===== config.mk =====
export PLATFORM = sky130hd
export DESIGN_NAME = reg_file
export DESIGN_NICKNAME = d
export VERILOG_FILES = /design/src/rtl/reg_file_pkg.sv /design/src/rtl/reg_file_rd_port.sv /design/src/rtl/reg_file.sv
export SDC_FILE = /design/constraint.sdc
export NUM_CORES = 2
export LEC_CHECK = 0
export BUFFER_PORTS_ARGS = -buffer_cell sky130_fd_sc_hd__buf_4
export CORE_MARGIN = 4
export CORE_UTILIZATION = 57
export DETAILED_ROUTE_END_ITERATION = 8
export PLACE_DENSITY = 0.89
export SYNTH_ARGS = -nofsm -noshare
export SYNTH_HDL_FRONTEND = slang
export SYNTH_HIERARCHICAL = 1
export SYNTH_SLANG_ARGS = --single-unit

===== constraint.sdc =====
create_clock -name clk -period 2.5 [get_ports clk]
set_input_delay 0.125 -clock clk [delete_from_list [all_inputs] [get_ports clk]]
set_output_delay 0.125 -clock clk [all_outputs]
set_load 0.05 [all_outputs]

===== src/rtl/reg_file_pkg.sv =====
// Shared widths and constants for the register file and its neighbours
// (ROB, Issue, RS all import these same values).
package reg_file_pkg;

    localparam int XLEN     = 32;
    localparam int REG_W    = 5;
    localparam int ROB_W    = 4;
    localparam int ZERO_REG = 0;

    // Where a resolved source operand comes from, in priority order.
    typedef enum logic [2:0] {
        SRC_ZERO,
        SRC_REG,
        SRC_BYPASS,
        SRC_ROB,
        SRC_WAIT
    } op_src_e;

endpackage


===== src/rtl/reg_file_rd_port.sv =====
// One source-operand read port: resolves a register index to a value
// (x0, architectural register, commit bypass, ROB result) or a producer tag.
module reg_file_rd_port #(
    parameter int XLEN  = reg_file_pkg::XLEN,
    parameter int REG_W = reg_file_pkg::REG_W,
    parameter int ROB_W = reg_file_pkg::ROB_W
) (
    input  logic [REG_W-1:0] rs,
    input  logic             busy,
    input  logic [ROB_W-1:0] tag,
    input  logic [XLEN-1:0]  reg_val,
    input  logic             cm_sgn,
    input  logic [REG_W-1:0] cm_dest,
    input  logic [XLEN-1:0]  cm_value,
    input  logic [ROB_W-1:0] cm_tag,
    input  logic             rob_rdy,
    input  logic [XLEN-1:0]  rob_val,
    output logic             op_rdy,
    output logic [XLEN-1:0]  op_val,
    output logic [ROB_W-1:0] op_tag,
    output logic [ROB_W-1:0] rob_ord
);
    import reg_file_pkg::*;

    localparam logic [REG_W-1:0] X0 = REG_W'(ZERO_REG);

    op_src_e src;

    // NOTE: every always_comb output gets a default first so no path leaves it unassigned (no latch).
    always_comb begin
        src = SRC_WAIT;
        if (rs == X0)
            src = SRC_ZERO;
        else if (!busy)
            src = SRC_REG;
        else if (cm_sgn && cm_dest == rs && cm_tag == tag)
            src = SRC_BYPASS;
        else if (rob_rdy)
            src = SRC_ROB;
    end

    always_comb begin
        op_rdy = 1'b1;
        op_val = '0;
        case (src)
            SRC_ZERO:   op_val = '0;
            SRC_REG:    op_val = reg_val;
            SRC_BYPASS: op_val = cm_value;
            SRC_ROB:    op_val = rob_val;
            default:    op_rdy = 1'b0;
        endcase
    end

    // The ROB is always probed with the current producer tag, ready or not.
    assign op_tag  = tag;
    assign rob_ord = tag;

endmodule


===== src/rtl/reg_file.sv =====
// Architectural register file with rename (busy/tag) tracking: two
// zero-latency operand lookups, in-order commit, and mispredict flush.
module reg_file #(
    parameter int XLEN  = reg_file_pkg::XLEN,
    parameter int REG_W = reg_file_pkg::REG_W,
    parameter int ROB_W = reg_file_pkg::ROB_W
) (
    input  logic             clk,
    input  logic             rst,
    input  logic             rdy,
    input  logic             IS_sgn,
    input  logic [REG_W-1:0] IS_rs1,
    input  logic [REG_W-1:0] IS_rs2,
    input  logic [REG_W-1:0] IS_rd,
    input  logic             IS_has_rd,
    input  logic [ROB_W-1:0] ROB_rear,
    output logic             IS_rdy1,
    output logic             IS_rdy2,
    output logic [XLEN-1:0]  IS_val1,
    output logic [XLEN-1:0]  IS_val2,
    output logic [ROB_W-1:0] IS_tag1,
    output logic [ROB_W-1:0] IS_tag2,
    output logic [ROB_W-1:0] ROB_ord1,
    output logic [ROB_W-1:0] ROB_ord2,
    input  logic             ROB_rdy1,
    input  logic             ROB_rdy2,
    input  logic [XLEN-1:0]  ROB_val1,
    input  logic [XLEN-1:0]  ROB_val2,
    input  logic             CM_sgn,
    input  logic [REG_W-1:0] CM_dest,
    input  logic [XLEN-1:0]  CM_value,
    input  logic [ROB_W-1:0] CM_tag,
    input  logic             jp_wrong
);
    import reg_file_pkg::*;

    localparam int               NUM_REGS = 1 << REG_W;
    localparam logic [REG_W-1:0] X0       = REG_W'(ZERO_REG);

    logic [XLEN-1:0]     regs [NUM_REGS];
    logic [ROB_W-1:0]    tag  [NUM_REGS];
    logic [NUM_REGS-1:0] busy;

    logic cm_wr;
    logic rename_en;

    assign cm_wr     = CM_sgn && (CM_dest != X0);
    assign rename_en = IS_sgn && IS_has_rd && (IS_rd != X0) && !jp_wrong;

    // NOTE: the data array is reset on purpose -- x0..x31 must read 0 after reset, so it cannot map to an un-reset RAM.
    // NOTE: sequential state uses non-blocking assignments so every read in this block sees pre-edge values.
    always_ff @(posedge clk or negedge rst) begin
        if (!rst) begin
            for (int i = 0; i < NUM_REGS; i++) begin
                regs[i] <= '0;
                tag[i]  <= '0;
            end
            busy <= '0;
        end else if (rdy) begin
            if (cm_wr)
                regs[CM_dest] <= CM_value;
            // Flush beats rename beats commit-clear for busy/tag.
            for (int i = 0; i < NUM_REGS; i++) begin
                if (jp_wrong) begin
                    busy[i] <= 1'b0;
                end else if (rename_en && IS_rd == REG_W'(i)) begin
                    busy[i] <= 1'b1;
                    tag[i]  <= ROB_rear;
                end else if (cm_wr && CM_dest == REG_W'(i) && CM_tag == tag[i]) begin
                    busy[i] <= 1'b0;
                end
            end
        end
    end

    reg_file_rd_port #(.XLEN(XLEN), .REG_W(REG_W), .ROB_W(ROB_W)) u_rd1 (
        .rs       (IS_rs1),
        .busy     (busy[IS_rs1]),
        .tag      (tag[IS_rs1]),
        .reg_val  (regs[IS_rs1]),
        .cm_sgn   (CM_sgn),
        .cm_dest  (CM_dest),
        .cm_value (CM_value),
        .cm_tag   (CM_tag),
        .rob_rdy  (ROB_rdy1),
        .rob_val  (ROB_val1),
        .op_rdy   (IS_rdy1),
        .op_val   (IS_val1),
        .op_tag   (IS_tag1),
        .rob_ord  (ROB_ord1)
    );

    reg_file_rd_port #(.XLEN(XLEN), .REG_W(REG_W), .ROB_W(ROB_W)) u_rd2 (
        .rs       (IS_rs2),
        .busy     (busy[IS_rs2]),
        .tag      (tag[IS_rs2]),
        .reg_val  (regs[IS_rs2]),
        .cm_sgn   (CM_sgn),
        .cm_dest  (CM_dest),
        .cm_value (CM_value),
        .cm_tag   (CM_tag),
        .rob_rdy  (ROB_rdy2),
        .rob_val  (ROB_val2),
        .op_rdy   (IS_rdy2),
        .op_val   (IS_val2),
        .op_tag   (IS_tag2),
        .rob_ord  (ROB_ord2)
    );

endmodule


==> impl_metrics.json <==
{
  "grt_max_degree": 130,
  "fin_area_um2": 79000,
  "nNetsFinal": 6195,
  "cpMostUsedCell": "buf_6",
  "setup_viol": 76,
  "initial_core_util_pct": 57.5,
  "synth_area_um2": 67900,
  "netlist_instances": 5841,
  "yosysSeqAreaShare_pct": 43.7,
  "synth_cell_types": 50,
  "wire_per_inst_um": 30.3,
  "place_inst": 7412,
  "worstPathMaxFanout": 21,
  "synthAdderAreaFrac_pct": 0,
  "slew_viol_final": 0,
  "async_flop_share_pct": 100,
  "clkLatencyLatePin_ns": 0.74,
  "ioPinCount": 215,
  "maxSlewHeadroom_pct": 29.1,
  "final_cell_count_no_fill": 7703,
  "total_leakage_power_nw": 38.6,
  "ir_worst_vdd_mv": 0.809,
  "postRouteAntennaNets": 0,
  "routed-via-count": 54700,
  "cp-end-kind": "output pin",
  "fp.dieW_um": 353,
  "drt-initial-drc-count": 7195,
  "synth-edff-count": 0,
  "rows": 126,
  "total_power_mw": 54.3,
  "start_kind": "flop",
  "cp_data_required_time_ns": 2.38,
  "rsz0062_at_grt": "yes",
  "area_growth_pct": 16.4,
  "cts.sinks": 1184,
  "hold_path_class": "primary input to flop",
  "outcome": "finished with violations",
  "worstPathCellList": "mux2i_1, a22o_1, nor3_4, a31oi_2, buf_4, nand3_4, xnor2_2, nand4_1, buf_6, o311a_4, buf_12, a221o_2, buf_6",
  "grt_pass1_vias": 57000,
  "nFillCells": 7566,
  "post-route-min-period_ns": 3.94,
  "synth-xor-area-share_pct": 1.83,
  "gp_congestion": 1.02,
  "dieArea_um2": 125000,
  "antenna_found_initial": 10,
  "drt-pass1-iter-count": 6,
  "clkTransAtPathRegs_ns": 0.07,
  "cp_slowest_cell": "dfrtp_1",
  "cts_tree": "built",
  "worst_pin_slew_ns": 1.06,
  "multi_input_area_um2": 36000,
  "grt-ovfl-total": 0,
  "viasPerCell": 7.10,
  "dieHeight_um": 353,
  "critPathKind": "flop to output pin",
  "track_usage_pct": 36.1,
  "p_per_area_nw_per_um2": 687,
  "synth-main-ff-cell": "dfrtp_1",
  "portBuffers": 214,
  "max_freq_mhz": 254,
  "synthMuxAreaShare_pct": 36.2,
  "failed_checks": "negative setup slack",
  "coreArea_um2": 118000,
  "grt_first_pass_wirelength_um": 349000,
  "synth_compound_area_share_pct": 8.16,
  "cpPeakStageDelay_ns": 0.42,
  "period_share_pct": 158,
  "post-route-util_pct": 66.9,
  "cp.arrival_ns": 3.82,
  "synth_top_family_by_area": "multiplexers",
  "synthesis.nets": 5974,
  "clockBufferDepth": 3,
  "synth_warnings": 6,
  "dp_hpwl_um": 133000,
  "hold_violations": 0,
  "fin_skew_ns": 0.0128,
  "synth-simple-area-share_pct": 5.96,
  "routed_wl_um": 234000,
  "maxCapViolCount": 0,
  "fin_ws_ns": -1.44,
  "seq_area_um2": 29600,
  "clockRootBuffer": "clkbuf_16",
  "cts_made_buffers": 120,
  "dpl_cell_area_um2": 73400,
  "post-place-ws_ns": -0.795,
  "drive_gt1_share_pct": 34.3,
  "syn_area_per_cell_um2": 11.6,
  "synth-seq-cells": 1184,
  "drc": 0,
  "cts-htree-levels": 3
}
flip-flops by register name, indices dropped and copies added, names as in the netlist:
signal and count:
busy 32, regs 1024, tag 128
synthesized netlist by cell type (80+ instances only):
| cell type | count | area share, % |
|---|---|---|
| xor2_1 | 80 | 1.0 |
| nor3_1 | 80 | 0.59 |
| nand2_1 | 297 | 1.6 |
| mux2_2 | 1035 | 17 |
| clkbuf_1 | 269 | 1.5 |
| buf_2 | 232 | 1.7 |
| a22oi_1 | 224 | 2.5 |
| a21oi_1 | 238 | 1.8 |
| nand3_1 | 254 | 1.9 |
| dfrtp_1 | 1184 | 44 |
| mux2i_1 | 1184 | 17 |
| a22o_1 | 148 | 1.9 |
report_power, final:
group / switching, mW / internal (mW) / total, mW
registers: 1.97 / 21.4 / 23.4
clock network: 8.35 / 11.7 / 20.1
logic: 5.79 / 5.07 / 10.9
per-stage QoR:
stage                     TNS, ns  hold slack (ns)
after floorplan             -6.16           -0.171
after global placement     -46.32           0.0852
after detailed placement   -46.29           0.0865
after CTS                  -84.50          0.00131
final                      -93.06           0.0375
after global routing       -97.85           0.0449
final cells by class:
cell class / count / area share [%]
diodes: 3 / 0.00950
flip-flops and latches: 1184 / 37.5
inverters: 9 / 0.0427
repair buffers: 705 / 8.96
multi-input cells: 4042 / 45.5
clock inverters: 71 / 1.26
clock buffers: 153 / 4.26
well taps: 1536 / 2.43
cells in the final DEF, fill, tap and decap left out, types with 59 or more instances in the layout:
| cell type | instances |
|---|---|
| mux2_4 | 59 |
| a22o_1 | 148 |
| nand2_1 | 290 |
| nor3_1 | 72 |
| buf_6 | 76 |
| a31oi_1 | 69 |
| and2_1 | 68 |
| clkbuf_16 | 122 |
| a21oi_1 | 236 |
| a22oi_1 | 224 |
| buf_12 | 98 |
| mux2i_1 | 1180 |
| xor2_1 | 80 |
| dfrtp_1 | 1182 |
| mux2_2 | 1035 |
| nand3_1 | 245 |
| buf_4 | 460 |
| a221o_2 | 64 |
timing repair:
item | CTS | global route
buffers inserted | 7 | 5
endpoints found under the hold margin | 1601 | 0
cloned | 1 | 0
resized for setup | 101 | 41
setup endpoints to repair | 82 | 84
hold buffers | 56 | 0
pin swaps | 4 | 14
path summary, 6_finish.rpt:
kind	start	slack, ns	cells past startpoint	to
min in group asynchronous	rst	0.11	3	regs[467]
max reg2reg	tag[67]	0.18	7	busy[15]
min	CM_dest[3]	0.04	4	busy[12]
max	tag[122]	-1.44	13	IS_val2[19]
min reg2reg	regs[1009]	0.41	0	regs[1009]
max in group asynchronous	rst	1.77	4	tag[69]
kinds of logic (layout without fill, tap and decap cells):
family / Yosys count / after routing
flip-flops: 1184 / 1184
buffers and inverters: 615 / 938
XOR/XNOR: 142 / 142
AO/OA/AOI/OAI: 781 / 781
multiplexers: 2296 / 2296
AND/OR/NAND/NOR: 823 / 823
other: 0 / 3
critical path: cells and delay by family, from the launching register on:
kind	cells	cell delay [ns]
compound gates	4	1.25
buf+inv	4	0.70
flops	1	0.42
simple gates	3	0.30
mux	1	0.21
xor+xnor	1	0.14
routing by layer:
| metal | up-vias | GRT usage [%] | part of all wire (%) |
|---|---|---|---|
| li1 | 21900 | - | - |
| met1 | 27100 | 43.0 | 35 |
| met2 | 4173 | 55.0 | 44 |
| met3 | 1426 | 10.6 | 12 |
| met4 | 12 | 28.2 | 9.2 |
| met5 | - | 0 | 0.045 |
Power figures use the tool's default switching activity.
